### src/rtl/regfile_pkg.sv
// Shared constants and FSM state encoding for the register-file writer.
package regfile_pkg;

    localparam int WIDTH  = 32;
    localparam int ADDR_W = 5;
    localparam int DEPTH  = 2 ** ADDR_W;

    typedef enum logic {
        IDLE  = 1'b0,
        CLEAR = 1'b1
    } state_t;

endpackage

### src/rtl/reg_file_writer_if.sv
// Write/clear/observe bus of the register-file writer; the master drives requests, the slave answers.
interface reg_file_writer_if #(
    parameter int WIDTH  = 32,
    parameter int ADDR_W = 5
);

    logic              wr_valid;
    logic              wr_ready;
    logic [ADDR_W-1:0] wr_addr;
    logic [WIDTH-1:0]  wr_data;
    logic              clr_req;
    logic              busy;
    logic              clr_done;
    logic [ADDR_W-1:0] rd_addr;
    logic [WIDTH-1:0]  rd_data;

    modport master (
        output wr_valid, wr_addr, wr_data, clr_req, rd_addr,
        input  wr_ready, busy, clr_done, rd_data
    );

    modport slave (
        input  wr_valid, wr_addr, wr_data, clr_req, rd_addr,
        output wr_ready, busy, clr_done, rd_data
    );

endinterface

### src/rtl/decoder_5to32.sv
// Enabled one-hot decoder: turns a register index into a per-register write enable.
module decoder_5to32 #(
    parameter int ADDR_W = 5,
    parameter int DEPTH  = 32
) (
    input  logic              en,
    input  logic [ADDR_W-1:0] addr,
    output logic [DEPTH-1:0]  onehot
);

    // NOTE: every signal assigned in always_comb gets a default first, otherwise a latch is inferred.
    always_comb begin
        onehot = '0;
        if (en) onehot[addr] = 1'b1;
    end

endmodule

### src/rtl/reg_file_writer.sv
// Register file with a valid/ready write port, a sequential clear engine and a combinational read port.
// Define REGFILE_ZERO_REG_EN to hard-wire register 0 to zero (writes to it are accepted and dropped).
module reg_file_writer #(
    parameter int WIDTH  = 32,
    parameter int ADDR_W = 5
) (
    input logic               clk,
    input logic               rst,
    reg_file_writer_if.slave  bus
);

    import regfile_pkg::*;

    localparam int                DEPTH    = 2 ** ADDR_W;
    localparam logic [ADDR_W-1:0] LAST_IDX = ADDR_W'(DEPTH - 1);

    state_t            state_q, state_d;
    logic [ADDR_W-1:0] cnt_q, cnt_d;
    logic              clr_done_q, clr_done_d;
    logic              wr_ready_c, busy_c, clear_en;
    logic              wr_fire;
    logic [DEPTH-1:0]  wr_sel;
    logic [DEPTH-1:0]  wr_en;
    logic [WIDTH-1:0]  regs [DEPTH];

    always_comb begin
        state_d    = state_q;
        cnt_d      = cnt_q;
        clr_done_d = 1'b0;
        wr_ready_c = 1'b0;
        busy_c     = 1'b0;
        clear_en   = 1'b0;
        unique case (state_q)
            IDLE: begin
                wr_ready_c = 1'b1;
                if (bus.clr_req) begin
                    state_d = CLEAR;
                    cnt_d   = '0;
                end
            end
            CLEAR: begin
                busy_c   = 1'b1;
                clear_en = 1'b1;
                cnt_d    = cnt_q + 1'b1;
                if (cnt_q == LAST_IDX) begin
                    state_d    = IDLE;
                    clr_done_d = 1'b1;
                end
            end
            default: state_d = IDLE;
        endcase
    end

    // NOTE: sequential state uses non-blocking assignments so every flop samples pre-edge values.
    always_ff @(posedge clk or posedge rst) begin
        if (rst) begin
            state_q    <= IDLE;
            cnt_q      <= '0;
            clr_done_q <= 1'b0;
        end else begin
            state_q    <= state_d;
            cnt_q      <= cnt_d;
            clr_done_q <= clr_done_d;
        end
    end

    assign wr_fire = bus.wr_valid && wr_ready_c;

    decoder_5to32 #(
        .ADDR_W (ADDR_W),
        .DEPTH  (DEPTH)
    ) u_decoder (
        .en     (wr_fire),
        .addr   (bus.wr_addr),
        .onehot (wr_sel)
    );

`ifdef REGFILE_ZERO_REG_EN
    assign wr_en = wr_sel & {{(DEPTH - 1){1'b1}}, 1'b0};
`else
    assign wr_en = wr_sel;
`endif

    // NOTE: the storage array is reset because a reset must leave every register reading zero.
    always_ff @(posedge clk or posedge rst) begin
        if (rst) begin
            for (int i = 0; i < DEPTH; i++) regs[i] <= '0;
        end else begin
            for (int i = 0; i < DEPTH; i++) begin
                if (clear_en && (cnt_q == ADDR_W'(i))) regs[i] <= '0;
                else if (wr_en[i])                     regs[i] <= bus.wr_data;
            end
        end
    end

`ifdef REGFILE_ZERO_REG_EN
    assign bus.rd_data = (bus.rd_addr == '0) ? '0 : regs[bus.rd_addr];
`else
    assign bus.rd_data = regs[bus.rd_addr];
`endif

    assign bus.wr_ready = wr_ready_c;
    assign bus.busy     = busy_c;
    assign bus.clr_done = clr_done_q;

endmodule

### src/flat_wrapper.sv
// flat-port wrapper written by rule: the top's interface ports become plain ports
module reg_file_writer_flat import regfile_pkg::*;
#(
    parameter int WIDTH  = 32,
    parameter int ADDR_W = 5
)
  (clk, rst, bus_wr_valid, bus_wr_addr, bus_wr_data, bus_clr_req, bus_rd_addr, bus_wr_ready, bus_busy, bus_clr_done, bus_rd_data);
  reg_file_writer_if #(.WIDTH(WIDTH), .ADDR_W(ADDR_W)) bus_i ();
  input logic clk;
  input logic rst;
  input wire logic [$bits(bus_i.wr_valid)-1:0] bus_wr_valid;
  input wire logic [$bits(bus_i.wr_addr)-1:0] bus_wr_addr;
  input wire logic [$bits(bus_i.wr_data)-1:0] bus_wr_data;
  input wire logic [$bits(bus_i.clr_req)-1:0] bus_clr_req;
  input wire logic [$bits(bus_i.rd_addr)-1:0] bus_rd_addr;
  output wire logic [$bits(bus_i.wr_ready)-1:0] bus_wr_ready;
  output wire logic [$bits(bus_i.busy)-1:0] bus_busy;
  output wire logic [$bits(bus_i.clr_done)-1:0] bus_clr_done;
  output wire logic [$bits(bus_i.rd_data)-1:0] bus_rd_data;
  assign bus_i.wr_valid = bus_wr_valid;
  assign bus_i.wr_addr = bus_wr_addr;
  assign bus_i.wr_data = bus_wr_data;
  assign bus_i.clr_req = bus_clr_req;
  assign bus_i.rd_addr = bus_rd_addr;
  assign bus_wr_ready = bus_i.wr_ready;
  assign bus_busy = bus_i.busy;
  assign bus_clr_done = bus_i.clr_done;
  assign bus_rd_data = bus_i.rd_data;
  reg_file_writer #(.WIDTH(WIDTH), .ADDR_W(ADDR_W)) u_core (.clk(clk), .rst(rst), .bus(bus_i));
endmodule
### config.mk
export PLATFORM = sky130hd
export DESIGN_NAME = reg_file_writer_flat
export DESIGN_NICKNAME = d
export VERILOG_FILES = /design/src/rtl/regfile_pkg.sv /design/src/rtl/reg_file_writer_if.sv /design/src/rtl/decoder_5to32.sv /design/src/rtl/reg_file_writer.sv /design/src/flat_wrapper.sv
export SDC_FILE = /design/constraint.sdc
export NUM_CORES = 2
export LEC_CHECK = 0
export BUFFER_PORTS_ARGS = -buffer_cell sky130_fd_sc_hd__buf_2
export CAP_MARGIN = 20
export CORE_MARGIN = 2
export CORE_UTILIZATION = 40
export DETAILED_ROUTE_END_ITERATION = 8
export PLACE_DENSITY = 0.66
export RECOVER_POWER = 50
export REMOVE_ABC_BUFFERS = 1
export SLEW_MARGIN = 25
export SYNTH_ARGS = -nofsm -noshare
export SYNTH_HDL_FRONTEND = slang
export SYNTH_SLANG_ARGS = --single-unit
### constraint.sdc
create_clock -name clk -period 107.8 [get_ports clk]
set_input_delay 21.56 -clock clk [delete_from_list [all_inputs] [get_ports clk]]
set_output_delay 21.56 -clock clk [all_outputs]
set_load 0.1 [all_outputs]
# After elaboration in Yosys (flattened, before gate mapping)
# Index checks and enable logic that the tools add are counted.
totals:
  reg_bits: 1031
  latchBits: 0
  ramBits: 0
  rom_bits: 0
  input_bits: 46
  output_inout_bits: 35
  wordCells: 219
  n_memories: 0
op_classes:
  add_sub_neg: 1
  multipliers: 0
  div_mod_pow: 0
  n_lt_le_gt_ge: 3
  n_eq_ne: 32
  shift: 0
  mux: 79
  bitwise_logic: 2
  reduce_logical: 67
op_table:
  columns: ["cell", "n"]
  rows:
  - ["$mux 32", 67]
  - ["$bmux 32 s5", 1]
  - ["$eq 5x5->1 const B", 16]
  - ["$reduce_bool 2->1", 32]
  - ["$eq 5x4->1 const B", 8]
  - ["$logic_and 1x1->1", 34]
  - ["$eq 5x3->1 const B", 4]
  - ["$eq 5x2->1 const B", 2]
  - ["$pmux 5 s2", 1]
  - ["$mux 1", 7]
  - ["$ge 6x6->1 const B", 1]
  - ["$lt 5x6->1 const B", 1]
  - ["$not 5->6", 1]
  - ["$add 5x1->5 const B", 1]
  - ["$demux 1 s5", 1]
  - ["$eq 5x1->1 const B", 1]
  - ["$ge 5x1->1 const B", 1]
  - ["$logic_not 5->1", 1]
  - ["$mux 5", 1]
  - ["$ne 2x2->1 const B", 1]
  - ["$pmux 1 s2", 1]
  - ["$not 1->1", 1]

# Longest topological paths before layout
depth:
  depth_word: 7
  depth_mapped: 9
  depth_no_buf: 7

# Modules after synthesis
# From an unflattened synthesis, not the netlist that was laid out.
unflattened:
  cells_unflattened: 4687
  area_unflattened_um2: 50828.7
modules_own_cells:
  columns: ["module", "instances", "cells_each", "area_each_um2", "seq_area_each_um2"]
  rows:
  - ["reg_file_writer", 1, 4640, 50598.5, 25799.7]
  - ["decoder_5to32", 1, 47, 230.2, 0.0]

# Worst setup path after synthesis
# OpenSTA, ideal clock, no wires.
synth_path:
  path_kind: "input -> output"
  start: "in bus_rd_addr[1]"
  end: "out bus_rd_data[25]"
  arrival_time_ns: 23.512
  required_ns: 86.240
  path_slack_ns: 62.728
  path_stages: 8
  path_buffers: 4
  cell_sequence: "buf_2 buf_2 buf_4 buf_2 mux2i_1 a22oi_1 a31oi_1 nand3_1"
synth_via:
  elab_chain_len: 4
synth_rtl:
  columns: ["element", "line_no", "text"]
  rows:
  - ["start, declared", "flat_wrapper.sv:15", "input wire logic [$bits(bus_i.rd_addr)-1:0] bus_rd_addr;"]
  - ["$not 5->6 (not written as such)", "reg_file_writer.sv:99", "assign bus.rd_data = regs[bus.rd_addr];"]
  - ["$bmux 32 s5", "reg_file_writer.sv:99", null]
  - ["$mux 32 (not written as such) (2 in series)", "reg_file_writer.sv:99", null]
  - ["end, declared", "flat_wrapper.sv:19", "output wire logic [$bits(bus_i.rd_data)-1:0] bus_rd_data;"]
# Every way passes these cells. The select of a mux whose other input is x is not followed.

# Worst setup path in the final report
layout_path:
  start: "in bus_rd_addr[1]"
  end: "out bus_rd_data[6]"
# Same word-level chain as after synthesis.

==> results.py <==
metrics = {
    "status": {
        "status": "finished, violations left",
        "violations": "max-capacitance violations, max-slew violations",
    },
    "power": {
        "swShare_pct": 29.5,
        "combPwrFrac_pct": 17.9,
        "leakage_uw": 0.0243,
        "power_switching_uw": 308,
        "p_int_uw": 735,
        "powerDensity_nw_per_um2": 20.6,
        "peakVddDrop_mv": 0.0146,
        "seqPwrFrac_pct": 46.0,
        "clkPwrFrac_pct": 36.1,
    },
    "critical_path": {
        "cp.required_ns": 86.24,
        "arrival_ns": 25.50,
        "r2r.worst_path.cells": 7,
        "crit_path_end_kind": "primary output",
        "crit_fanout": 104,
        "startpoint_type": "input pin",
        "path_class": "input pin to primary output",
    },
    "floorplan": {
        "core_area_um2": 113000,
        "num_io_pins": 81,
        "rows": 123,
        "die_y_um": 341,
        "die_w_um": 341,
        "start_util_pct": 40.4,
        "die_area_um2": 116000,
    },
    "grt": {
        "grtUsageTotal_pct": 25.6,
        "grt_max_degree": 170,
        "grt_pass1_wl_um": 226000,
        "grt_pass1_vias": 33400,
        "antenna_found_initial": 8,
        "overflow": 0,
    },
    "timing": {
        "fin_ws_ns": 60.74,
        "worstMarginPinSlew_ns": 8.74,
        "setup_viol": 0,
        "rsz0062_at_grt": "no",
        "skew_ns": 0.0246,
        "slew_headroom_pct": -483,
        "fin_crit_sh_pct": 43.7,
        "slew_viol_final": 1317,
        "hold_viol_final": 0,
        "period_needed_ns": 47.06,
        "max_clock_freq_mhz": 21.2,
        "tns_ns": 0,
    },
    "route": {
        "dr.max_layer_used": "met4",
        "wl_per_cell_um": 29.8,
        "via_count": 33400,
        "dr.pass1.iters": 5,
        "drt_iter0_drc": 4134,
        "drcViolationCount": 0,
        "drtAntennaViolNets": 0,
        "met3_length_um": 16100,
        "wl_met1_um": 65300,
        "met2_length_um": 65300,
        "vias_per_cell": 6.60,
        "routed_wirelength_um": 151000,
    },
    "synth": {
        "synth_edf_count": 0,
        "synth_most_common_cell": "a22o_1",
        "netlist_instances": 3629,
        "syn_area_um2": 45500,
        "ys.flop_type": "dfrtp_1",
        "syn_avg_cell_area_um2": 12.5,
        "ys_seq_area_share_pct": 56.8,
        "yosys.cell_types.count": 32,
        "ys_ff_latch": 1031,
        "netlist.top_cell.by_area": "dfrtp_1",
        "ys_warn_count": 0,
        "async_flop_share_pct": 100,
        "ys_top_cells_by_area": "dfrtp_1 57%, a22o_1 21%, mux2i_1 11%",
        "synth_top_area_share_pct": 56.8,
        "synth_common_cells": "1,088 x a22o_1, 1,031 x dfrtp_1, 512 x mux2i_1, 232 x clkbuf_1, 170 x buf_2",
    },
    "job": {
        "maxCapViolations": 25,
    },
    "placed_design": {
        "place_area_um2": 47300,
        "port_buffers": 80,
        "place_ws_ns": 60.78,
        "dpl.hpwl_um": 77900,
        "place_congestion": 0.791,
    },
    "final_layout": {
        "layout.nets": 3539,
        "area_growth_syn_to_layout_pct": 11.3,
        "fin_area_um2": 50600,
        "drive_gt1_share_pct": 10.8,
    },
    "clock_tree": {
        "cts_hold_buf": 0,
        "clkTransAtPathRegs_ns": 0.06,
        "h-tree-depth": 3,
        "root_buffer": "clkbuf_16",
        "cts_buffers": 100,
        "tritoncts": "done",
        "post_cts_resized": 0,
        "worstSkewPairLatency_ns": 0.68,
        "cts_buffer_depth": 3,
        "clock_sinks": 1031,
        "postCtsSetupRepairBufs": 0,
    },
    "hold_path": {
        "hp-class": "flop to flop",
        "min_path_cells": 1,
    },
}
-- power groups by stage --
stage / Clock [uW] / Combinational, uW / Sequential, uW
after floorplan: 0 / 121 / 476
after global placement: 0 / 182 / 482
after detailed placement: 0 / 186 / 482
after CTS: 380 / 187 / 477
after global routing: 396 / 199 / 485
final: 377 / 187 / 479
-- per-stage QoR --
stage,instances,hold slack [ns],power (uW),util (%)
finish,5070,0.497,1040,44.9
global route,5068,0.506,1080,44.9
CTS,5068,0.501,1040,45.1
detailed placement,4885,0.480,668,42.0
global placement,4885,0.481,664,42.0
floorplan,3210,0.465,596,-
-- state kept, by name, summed over array words and instances (netlist names) --
signal	flops
u_core.bus.clr_done	1
u_core.regs	1024
u_core.cnt_q	5
u_core.state_q	1
-- final cells by class --
cell class                 instances  area [um^2]
antenna                            2         5.00
fill                           10100        62000
timing repair buffer             175         1090
tap                             1500         1880
sequential                      1031        25800
multi-input combinational       2171        18300
clock buffer                     141         2960
clock inverter                    42          553
inverter                           8         31.3
-- worst paths after layout --
check                                                 start                      endpoint  slack, ns
worst max-delay path                         bus_rd_addr[1]                bus_rd_data[6]      60.74
worst min-delay path            u_core.regs[65]$_DFFE_PP0P_   u_core.regs[65]$_DFFE_PP0P_       0.50
worst max register to register     u_core.state_q$_DFF_PP0_  u_core.regs[479]$_DFFE_PP0P_     101.50
worst min register to register  u_core.regs[65]$_DFFE_PP0P_   u_core.regs[65]$_DFFE_PP0P_       0.50
max in group asynchronous                               rst  u_core.regs[906]$_DFFE_PP0P_      74.97
min in group asynchronous                               rst  u_core.regs[710]$_DFFE_PP0P_      22.54
-- cells in the final DEF, fill, tap and decap left out, drive strengths merged --
master	netlist	layout
a21oi	125	125
a22o	1088	1088
a22oi	96	96
a31oi	38	38
and2	2	2
and3	4	4
buf	187	147
bufinv	0	12
clkbuf	232	169
clkinv	0	23
clkinvlp	0	6
dfrtp	1031	1031
diode	0	2
ha	6	6
inv	8	9
mux2i	512	512
nand2	105	105
nand2b	3	3
nand3	98	98
nand3b	3	3
nand4	4	4
nor2	41	41
nor2b	5	5
nor3	33	33
o21ai	2	2
o22ai	1	1
o31ai	2	2
or2	1	1
or3	1	1
or3b	1	1
-- per-layer routing --
layer  up-vias  track usage [%]
li1      13700                -
met1     17600             37.1
met2      1871             37.2
met3       278             7.15
met5         -                0
met4         0             7.76
-- worst max-delay path, cell delays in order --
cell     delay [ns]
buf_8          0.50
buf_12         0.62
buf_4          0.88
mux2i_1        0.18
a22o_1         0.26
nor3_1         0.45
a31oi_1        0.19
nand3_1        0.13
buf_2          0.43
-- logic make-up (layout without fill, tap and decap cells) --
group,count (synthesis),after routing,share of synthesized area [%]
compound gates,1352,1352,24.5
fa+ha+maj,6,6,0.165
buf+inv,427,366,4.01
flops,1031,1031,56.8
mux,512,512,11.3
other cells,0,2,0
simple gates,301,301,3.25
Power figures use the tool's default switching activity.
